`src/rtl/regfile_write_arbiter_if.sv`:
```
// Bundle of the write-arbiter request, issue, read-address and
// register-file write-port signals. The master side drives requests,
// the slave side (the arbiter) drives acceptance, hazard and write port.
interface regfile_write_arbiter_if;
  // Pipeline writeback request (always accepted)
  logic        wb_valid;
  logic [4:0]  wb_addr;
  logic [31:0] wb_data;

  // Long-latency unit write request with ready handshake
  logic        lu_valid;
  logic        lu_ready;
  logic [4:0]  lu_addr;
  logic [31:0] lu_data;

  // Issue of a long-latency op (marks its destination busy)
  logic        iss_valid;
  logic [4:0]  iss_rd;

  // Register-file read addresses and resulting decode hazard
  logic [4:0]  A1;
  logic [4:0]  A2;
  logic        stall;

  // Register-file write port and pending-write scoreboard
  logic        WE3;
  logic [4:0]  A3;
  logic [31:0] WD3;
  logic [31:0] busy;

  modport master (
    output wb_valid, wb_addr, wb_data,
    output lu_valid, lu_addr, lu_data,
    output iss_valid, iss_rd,
    output A1, A2,
    input  lu_ready, stall, WE3, A3, WD3, busy
  );

  modport slave (
    input  wb_valid, wb_addr, wb_data,
    input  lu_valid, lu_addr, lu_data,
    input  iss_valid, iss_rd,
    input  A1, A2,
    output lu_ready, stall, WE3, A3, WD3, busy
  );
endinterface

```
`src/rtl/regfile_write_arbiter.sv`:
```
// Single write port arbiter for a register file. Pipeline writebacks win
// every cycle; long-latency unit results wait in a small FIFO and drain
// whenever the pipeline leaves the port idle. A busy scoreboard tracks
// registers with an outstanding long-unit result and drives the decode
// stall together with the in-flight write on the port.
module regfile_write_arbiter #(
  parameter int FIFO_DEPTH = 2
) (
  input  logic                   clk,
  input  logic                   reset,
  regfile_write_arbiter_if.slave bus
);

  localparam int PTR_W = $clog2(FIFO_DEPTH);
  localparam int CNT_W = $clog2(FIFO_DEPTH + 1);

  typedef struct packed {
    logic [4:0]  addr;
    logic [31:0] data;
  } entry_t;

  typedef enum logic [1:0] {
    SRC_NONE = 2'd0,
    SRC_WB   = 2'd1,
    SRC_FIFO = 2'd2
  } src_e;

  // Long-unit buffer
  entry_t           fifo_mem [FIFO_DEPTH];
  logic [PTR_W-1:0] wr_ptr;
  logic [PTR_W-1:0] rd_ptr;
  logic [CNT_W-1:0] fifo_count;
  entry_t           head;
  logic             lu_ready_int;
  logic             push;
  logic             pop;

  // Arbitration and write port
  src_e             src;
  logic             we_q;
  logic [4:0]       a3_q;
  logic [31:0]      wd_q;

  // Scoreboard
  logic [31:0]      busy_q;
  logic [31:0]      busy_d;

  // A read port hazards when it names a non-zero register that is either
  // still awaiting its long-unit result or being written this very cycle.
  function automatic logic read_hazard(
    input logic [4:0]  a,
    input logic [31:0] busy_vec,
    input logic        we,
    input logic [4:0]  wa
  );
    return (a != 5'd0) && (busy_vec[a] || (we && (wa == a)));
  endfunction

  // Ready depends only on occupancy, never on a same-cycle pop, so the
  // long unit sees no combinational path from the writeback request.
  assign lu_ready_int = (fifo_count < CNT_W'(FIFO_DEPTH));
  assign push         = bus.lu_valid && lu_ready_int;
  assign head         = fifo_mem[rd_ptr];
  assign pop          = (src == SRC_FIFO);

  // Fixed-priority write-port source: writeback, then buffered long-unit entry
  always_comb begin
    // NOTE: assign a default before any branch so every path drives the
    // signal; a missing default in combinational logic infers a latch.
    src = SRC_NONE;
    if (bus.wb_valid) begin
      src = SRC_WB;
    end else if (fifo_count != '0) begin
      src = SRC_FIFO;
    end
  end

  // Buffer storage write on accepted long-unit request
  // NOTE: the storage array has no reset; validity is carried entirely by
  // the pointers and count, so clearing the array would only cost logic.
  always_ff @(posedge clk) begin
    if (push) begin
      fifo_mem[wr_ptr] <= '{addr: bus.lu_addr, data: bus.lu_data};
    end
  end

  // Buffer pointers and occupancy; pointers wrap naturally at a power of two
  always_ff @(posedge clk or posedge reset) begin
    if (reset) begin
      wr_ptr     <= '0;
      rd_ptr     <= '0;
      fifo_count <= '0;
    end else begin
      // NOTE: sequential state uses non-blocking assignments so every
      // register samples pre-edge values regardless of statement order.
      if (push) wr_ptr <= wr_ptr + PTR_W'(1);
      if (pop)  rd_ptr <= rd_ptr + PTR_W'(1);
      case ({push, pop})
        2'b10:   fifo_count <= fifo_count + CNT_W'(1);
        2'b01:   fifo_count <= fifo_count - CNT_W'(1);
        default: fifo_count <= fifo_count;
      endcase
    end
  end

  // Registered write port; register 0 is consumed but never written
  always_ff @(posedge clk or posedge reset) begin
    if (reset) begin
      we_q <= 1'b0;
      a3_q <= '0;
      wd_q <= '0;
    end else begin
      case (src)
        SRC_WB: begin
          we_q <= (bus.wb_addr != 5'd0);
          a3_q <= bus.wb_addr;
          wd_q <= bus.wb_data;
        end
        SRC_FIFO: begin
          we_q <= (head.addr != 5'd0);
          a3_q <= head.addr;
          wd_q <= head.data;
        end
        default: begin
          we_q <= 1'b0;
        end
      endcase
    end
  end

  // Scoreboard next state: clear on drain, then set on issue so set wins
  always_comb begin
    busy_d = busy_q;
    if (pop && (head.addr != 5'd0)) begin
      busy_d[head.addr] = 1'b0;
    end
    if (bus.iss_valid && (bus.iss_rd != 5'd0)) begin
      busy_d[bus.iss_rd] = 1'b1;
    end
    busy_d[0] = 1'b0;
  end

  // Scoreboard register
  always_ff @(posedge clk or posedge reset) begin
    if (reset) begin
      busy_q <= '0;
    end else begin
      busy_q <= busy_d;
    end
  end

  assign bus.lu_ready = lu_ready_int;
  assign bus.WE3      = we_q;
  assign bus.A3       = a3_q;
  assign bus.WD3      = wd_q;
  assign bus.busy     = busy_q;
  assign bus.stall    = read_hazard(bus.A1, busy_q, we_q, a3_q) ||
                        read_hazard(bus.A2, busy_q, we_q, a3_q);

endmodule

```
`src/flat_wrapper.sv`:
```
// flat-port wrapper written by rule: the top's interface ports become plain ports
module regfile_write_arbiter_flat 
#(
  parameter int FIFO_DEPTH = 2
)
  (clk, reset, bus_wb_valid, bus_wb_addr, bus_wb_data, bus_lu_valid, bus_lu_addr, bus_lu_data, bus_iss_valid, bus_iss_rd, bus_A1, bus_A2, bus_lu_ready, bus_stall, bus_WE3, bus_A3, bus_WD3, bus_busy);
  regfile_write_arbiter_if bus_i ();
  input  logic clk;
  input  logic reset;
  input wire logic [$bits(bus_i.wb_valid)-1:0] bus_wb_valid;
  input wire logic [$bits(bus_i.wb_addr)-1:0] bus_wb_addr;
  input wire logic [$bits(bus_i.wb_data)-1:0] bus_wb_data;
  input wire logic [$bits(bus_i.lu_valid)-1:0] bus_lu_valid;
  input wire logic [$bits(bus_i.lu_addr)-1:0] bus_lu_addr;
  input wire logic [$bits(bus_i.lu_data)-1:0] bus_lu_data;
  input wire logic [$bits(bus_i.iss_valid)-1:0] bus_iss_valid;
  input wire logic [$bits(bus_i.iss_rd)-1:0] bus_iss_rd;
  input wire logic [$bits(bus_i.A1)-1:0] bus_A1;
  input wire logic [$bits(bus_i.A2)-1:0] bus_A2;
  output wire logic [$bits(bus_i.lu_ready)-1:0] bus_lu_ready;
  output wire logic [$bits(bus_i.stall)-1:0] bus_stall;
  output wire logic [$bits(bus_i.WE3)-1:0] bus_WE3;
  output wire logic [$bits(bus_i.A3)-1:0] bus_A3;
  output wire logic [$bits(bus_i.WD3)-1:0] bus_WD3;
  output wire logic [$bits(bus_i.busy)-1:0] bus_busy;
  assign bus_i.wb_valid = bus_wb_valid;
  assign bus_i.wb_addr = bus_wb_addr;
  assign bus_i.wb_data = bus_wb_data;
  assign bus_i.lu_valid = bus_lu_valid;
  assign bus_i.lu_addr = bus_lu_addr;
  assign bus_i.lu_data = bus_lu_data;
  assign bus_i.iss_valid = bus_iss_valid;
  assign bus_i.iss_rd = bus_iss_rd;
  assign bus_i.A1 = bus_A1;
  assign bus_i.A2 = bus_A2;
  assign bus_lu_ready = bus_i.lu_ready;
  assign bus_stall = bus_i.stall;
  assign bus_WE3 = bus_i.WE3;
  assign bus_A3 = bus_i.A3;
  assign bus_WD3 = bus_i.WD3;
  assign bus_busy = bus_i.busy;
  regfile_write_arbiter #(.FIFO_DEPTH(FIFO_DEPTH)) u_core (.clk(clk), .reset(reset), .bus(bus_i));
endmodule
```
`config.mk`:
```
export PLATFORM = sky130hd
export DESIGN_NAME = regfile_write_arbiter_flat
export DESIGN_NICKNAME = d
export VERILOG_FILES = /design/src/rtl/regfile_write_arbiter_if.sv /design/src/rtl/regfile_write_arbiter.sv /design/src/flat_wrapper.sv
export SDC_FILE = /design/constraint.sdc
export NUM_CORES = 1
export LEC_CHECK = 0
export ABC_CLOCK_PERIOD_IN_PS = 2340
export CAP_MARGIN = 5
export CORE_MARGIN = 2
export CORE_UTILIZATION = 44
export CTS_BUF_LIST = sky130_fd_sc_hd__clkbuf_8 sky130_fd_sc_hd__clkbuf_16
export CTS_CLUSTER_DIAMETER = 120
export DETAILED_ROUTE_END_ITERATION = 16
export PLACE_DENSITY = 0.8
export SETUP_SLACK_MARGIN = 0.1
export SLEW_MARGIN = 20
export SYNTH_ARGS = -nofsm -noshare
export SYNTH_HDL_FRONTEND = slang
export SYNTH_SLANG_ARGS = --single-unit
```
`constraint.sdc`:
```
create_clock -name clk -period 2.34 [get_ports clk]
set_input_delay 0.351 -clock clk [delete_from_list [all_inputs] [get_ports clk]]
set_output_delay 0.351 -clock clk [all_outputs]
set_load 0.05 [all_outputs]
```
== Yosys cells after proc, flatten, opt, wreduce, memory -nomap -nowiden ==
Memories as Yosys holds them, arrays and structs flattened.
Cells that the tools add are included.
Storage, ports and cells
  flip-flop bits (word level): 73
  RAM bits: 74
  input bits: 94
  output and inout bits: 72
  word-level logic and storage cells: 66
  memories kept: 1
Memory list
  u_core.fifo_mem: words 2, bits a word 37, rd ports 1, clocked after memory_dff 0, write ports 1, RTL line regfile_write_arbiter.sv:29  | entry_t fifo_mem [FIFO_DEPTH];
Cells by class
  $add $sub $neg: 4
  $lt $le $gt $ge: 7
  equal/unequal tests: 6
  multiplexer cells: 18
  bitwise gates (word level): 3
  reduce and logical (&&, ||, !) cells: 20
Operators by type and width (count)
  32-bit 2-to-1 mux: 2
  32-bit one-hot mux with 2 select lines: 1
  32-bit AND: 1
  32-bit NOT: 1
  32-bit bitwise OR: 1
  5-bit nonzero test: 5
  5-bit by 6-bit less-than comparator with 1-bit output, second input constant: 4
  1-bit binary-select mux with 5-bit select: 2
  1-bit demux with 5-bit select: 2
  5-bit == test: 2
  5-bit by 1-bit greater-or-equal comparator with 1-bit output, second input constant: 2
  5-bit one-hot mux with 2 select lines: 1
  1-bit logical AND: 9
  1-bit 2-to-1 mux: 6
  2-bit nonzero test: 3
  2-bit by 1-bit == test with 1-bit output, second input constant: 2
  2-bit == test, second input constant: 2
  2-bit 2-to-1 mux: 2
  2-bit one-hot mux with 2 select lines: 1
  1-bit logical OR: 3
  1-bit adder, second input constant: 2
  2-bit by 1-bit adder with 2-bit output, second input constant: 1
  2-bit less-than comparator, second input constant: 1
  1-bit one-hot mux with 2 select lines: 1
  2-bit by 1-bit subtractor with 2-bit output, second input constant: 1

== Longest topological paths before layout ==
An unclocked memory read counts as a cell.
  depth after elaboration: 10
  gate-level depth with buffers: 7
  depth with buffers taken out: 6

== Worst setup path before layout ==
OpenSTA, ideal clock, no wires.
  path type: reg2reg
  start point: register u_core.fifo_count[1]
  end point: memory u_core.fifo_mem[0][0] (netlist bit) (enable)
  setup time: 0.431 ns
  arrival: 2.521 ns
  setup slack: -0.612 ns
  cell stages (with the launch flop): 4
  clock period less this slack: 2.952 ns
  path through: dfrtp_1 > inv_1 > nand2_1 > nor2_1
On the way
  word-level cells in the longest chain between the ends: 4
RTL lines
  start, declared: RTL line regfile_write_arbiter.sv:32  | logic [CNT_W-1:0] fifo_count;
  start signal, assigned: RTL line regfile_write_arbiter.sv:99  | 2'b10: fifo_count <= fifo_count + CNT_W'(1);
  start signal, assigned: RTL line regfile_write_arbiter.sv:100  | 2'b01: fifo_count <= fifo_count - CNT_W'(1);
  start signal, assigned: RTL line regfile_write_arbiter.sv:101  | default: fifo_count <= fifo_count;
  2-bit less-than comparator: RTL line regfile_write_arbiter.sv:61  | assign lu_ready_int = (fifo_count < CNT_W'(FIFO_DEPTH));
  named net bus_lu_ready: RTL line flat_wrapper.sv:20  | output wire logic [$bits(bus_i.lu_ready)-1:0] bus_lu_ready;
  1-bit logical AND: RTL line regfile_write_arbiter.sv:62  | assign push = bus.lu_valid && lu_ready_int;
  1-bit 2-to-1 mux: RTL line regfile_write_arbiter.sv:82  | if (push) begin
  1-bit 2-to-1 mux (not written as such): RTL line regfile_write_arbiter.sv:83  | fifo_mem[wr_ptr] <= '{addr: bus.lu_addr, data: bus.lu_data};
  end, declared: RTL line regfile_write_arbiter.sv:29
The timed path passes the listed nets, and every way through them passes these cells.

== Final worst setup path ==
  start point: register u_core.busy_q[31], in the netlist u_core.bus.busy[31]
  end point: output port bus_stall
On the way
  word-level cells in the longest chain between the ends: 5
  elaborated cells between the ends (all ways): 9
  those cells by class: 4 x mux; 5 x reduce/logical
RTL lines
  start, declared: RTL line regfile_write_arbiter.sv:45  | logic [31:0] busy_q;
  start signal, assigned: RTL line regfile_write_arbiter.sv:148  | busy_q <= busy_d;
  1-bit binary-select mux with 5-bit select: RTL line regfile_write_arbiter.sv:56  | return (a != 5'd0) && (busy_vec[a] || (we && (wa == a)));
  1-bit 2-to-1 mux (not written as such): RTL line regfile_write_arbiter.sv:56
  1-bit logical OR: RTL line regfile_write_arbiter.sv:56
  1-bit logical AND: RTL line regfile_write_arbiter.sv:56
  1-bit logical OR (*): RTL line regfile_write_arbiter.sv:157  | assign bus.stall = read_hazard(bus.A1, busy_q, we_q, a3_q) ||
  end, declared: RTL line flat_wrapper.sv:21  | output wire logic [$bits(bus_i.stall)-1:0] bus_stall;
Every way passes the cells marked *; elsewhere a longest branch is shown, timed or not. The select of a mux whose other input is x is not followed.

==> summary.md <==
| Metric | Value |
|---|---|
| Pwr Density | 1350 nW/um^2 |
| Setup Skew | 0.0116 ns |
| Post-synth top cells | 109 x o21ai_0, 74 x edfxtp_1, 73 x dfrtp_1, 61 x nand2_1, 46 x nor2_1 |
| Cell area after placement | 8560 um^2 |
| Syn_nets | 644 |
| FILL cells | 1110 |
| Switching power | 5.22 mW |
| Post-DP HPWL | 12700 um |
| Count of clock tree sinks | 147 |
| Antenna Nets Post-Route | 0 |
| Fmax | 0.411 GHz |
| Top FF cell, synth | edfxtp_1 |
| Synth top area cells | edfxtp_1 34%, dfrtp_1 28%, o21ai_0 8.3%, mux2i_1 6.3%, nand2_1 3.5% |
| Failing checks | setup timing |
| Sum Neg Setup Slack | -0.0939 ns |
| DRC viols | 0 |
| Number of flops mapped to enable cells by yosys | 74 |
| Slew Limit Headroom | 57.3% |
| Total track usage | 22.7% |
| Antenna fix cells | 0 |
| Crit path kind | reg2out |
| Final GP Congestion | 0.936 |
| Hold depth | 3 |
| Vias in the first global route | 5521 |
| CP Data Arrival Time | 2.08 ns |
| Port Buf Inserts | 164 |
| Largest net degree at the start of global routing | 65 |
| Most numerous cell in the Yosys netlist | o21ai_0 |
| Die W | 126 um |
| Kind of end point of the critical path | output pin |
| Yosys cell types | 40 |
| Vias | 5321 |
| Worst-path fanout max | 2 |
| Core area | 14500 um^2 |
| GR Layer Usage met1 | 30.3% |
| Netlist Area Pre-Place | 6550 um^2 |
| R2R cell count | 6 |
| Min-delay src | bus_wb_valid |
| Overflow after GRT | 0 |
| Top Ports | 166 |
| RSZ-0062 raised after global routing | yes |
| Most Crowded Layer GR | met2 |
| Min Clock Period, post-route | 2.43 ns |
| Syn Area/Cell | 11.9 um^2 |
| Worst reg2reg path endpoint | u_core.bus.busy[7]$_DFF_PP0_ |
| Worst vdd ir | 888 uV |
| First-pass GRT wire length | 28400 um |
| P_int | 7.25 mW |
| GR Layer Usage met3 | 5.27% |
| Ys async rst share | 49.7% |
| DRT Pass-1 Iters | 5 |
| Post-synth top area cell | edfxtp_1 |
| Setup slack, reg-to-reg | 0.38 ns |
| Avg WL per Cell | 19.0 um |
| CTS root buf | clkbuf_16 |
| Clock share of power | 19.9% |
| Top-area cell type share of the netlist area | 33.9% |
| Via density per instance | 5.62 |
| Warnings from Yosys | 0 |
| Clk pin slew, worst setup/hold paths | 0.06 ns |
| RR Startpoint | u_core.rd_ptr$_DFFE_PP0P_ |
| Post-Layout Cell Count | 946 |
| Fin crit share | 104% |
| Worst-Skew Late Latency | 0.40 ns |
| CP Data Required Time | 1.99 ns |
| TritonCTS clock tree | done |
| Max-Cap Viols | 0 |
| H-tree levels | 4 |
| Placed Instances | 897 |
| Tightest Pin Transition | 0.639 ns |
| Maximum buffer depth of the clock tree | 2 |
| DR iter-0 viols | 599 |
| Sw Ratio | 41.9% |
| Final net count | 844 |
| Comb power frac | 47.2% |
| Status | finished with violations |
| Final Max Slew Viols | 0 |
| CP startpoint | u_core.bus.busy[31]$_DFF_PP0_ |
| Flop pwr share | 33.0% |
| Worst min-delay path category | in2reg |
| Initial antenna violation count | 0 |
| Register bit total from synthesis | 147 |
| Area grow syn2layout | 41.4% |
| CTS buffer count | 17 |
| Hold-fix buffers, CTS | 0 |
| Startpoint Class | register |
| Met2 Resource Use GR | 37.2% |
| Die H | 126 um |
| Cell row count | 44 |
| Initial Utilization | 45.0% |
| Final hold vios | 0 |
| Post-route cell area | 9250 um^2 |
| Die area | 15900 um^2 |
| Post-synthesis sequential area ratio | 61.9% |
| Layout cells sized above 1 | 14.4% |
| Routed wire length | 18000 um |
| Count of final setup violators | 1 |
| Mapped Cells | 549 |
| Static leakage | 3.64 nW |
| Hold endpoint | u_core.bus.A3[4]$_DFFE_PP0P_ |
| Final setup margin | -0.0939 ns |
[final cells by class]
class | count | area, um^2 | share of cell area (%)
sequential | 147 | 4050 | 43.8
clock inverter | 13 | 96.3 | 1.04
inverter | 4 | 15.0 | 0.162
clock buffer | 19 | 453 | 4.89
timing repair buffer | 211 | 2050 | 22.2
tap | 184 | 230 | 2.49
multi-input combinational | 368 | 2350 | 25.4
[layer usage]
layer	share of wire, %	vias to the layer above
li1	-	2394
met1	41	2573
met2	48	322
met3	9.0	32
met4	1.8	0
met5	0	-
[timing repair]
| action | in CTS | in global routing |
|---|---|---|
| buffers inserted | 17 | 0 |
| setup endpoints to repair | 1 | 1 |
| pin swaps | 7 | 0 |
| resized for setup | 22 | 1 |
[power groups by stage]
stage               combinational, mW  clock, mW  sequential [mW]
finish                           5.88       2.48             4.11
global route                     6.24       2.61             4.18
CTS                              5.86       2.49             4.09
detailed placement               5.48          0             4.17
global placement                 5.38          0             4.11
floorplan                        2.00          0             5.59
[through the flow]
step                hold slack, ns  utilization (%)  worst slack (ns)  power [mW]
floorplan                    0.450                -             0.107        7.59
global placement             0.530             58.9            -0.404        9.49
detailed placement           0.536             58.9            -0.447        9.65
CTS                          0.328             63.7           -0.0735        12.4
global route                 0.373             63.7            -0.205        13.0
finish                       0.344             63.7           -0.0939        12.5
[logic make-up (layout without fill, tap and decap cells)]
group | after synthesis | in the layout | synth area share, %
simple gates | 140 | 140 | 9.17
mux | 61 | 61 | 12.3
flops | 147 | 147 | 61.9
compound gates | 151 | 151 | 12.0
fa+ha+maj | 1 | 1 | 0.191
buf+inv | 34 | 247 | 2.58
other cells | 1 | 1 | 0.0573
xor+xnor | 14 | 14 | 1.87
[worst max path at each step]
stage                 to  slack (ns)  depth (start not counted)
2_1_floorplan  bus_stall        0.11                          5
3_3_place_gp   bus_stall       -0.40                          8
3_5_place_dp   bus_stall       -0.45                          8
4_1_cts        bus_stall       -0.07                          7
5_1_grt        bus_stall       -0.21                          6
6_report       bus_stall       -0.09                          6
[registers in the layout, summed over array words and instances, names as in the netlist]
| register | flops |
|---|---|
| u_core.bus.WE3 | 1 |
| u_core.rd_ptr | 1 |
| u_core.bus.busy | 31 |
| u_core.bus.WD3 | 32 |
| u_core.fifo_count | 2 |
| u_core.wr_ptr | 1 |
| u_core.bus.A3 | 5 |
| u_core.fifo_mem | 74 |
[cell usage in the layout, fill, tap and decap left out, types with 6 or more instances in the layout]
cell type,instances
xnor2_1,10
mux2_2,7
mux2i_1,41
mux4_2,11
nor2_1,44
a21oi_1,34
clkbuf_16,17
nor2b_1,6
clkdlybuf4s50_1,158
o21ai_0,106
dfrtp_1,71
nand3_1,6
buf_4,39
inv_1,7
edfxtp_1,74
nand2_1,61
[critical path, stage by stage, from the launching register on]
cell      delay, ns
dfrtp_2        0.43
mux4_2         0.48
mux2i_1        0.14
o21ai_1        0.11
a211oi_2       0.25
o22ai_2        0.12
buf_6          0.16
No activity file was read; power rests on OpenSTA's default activity.
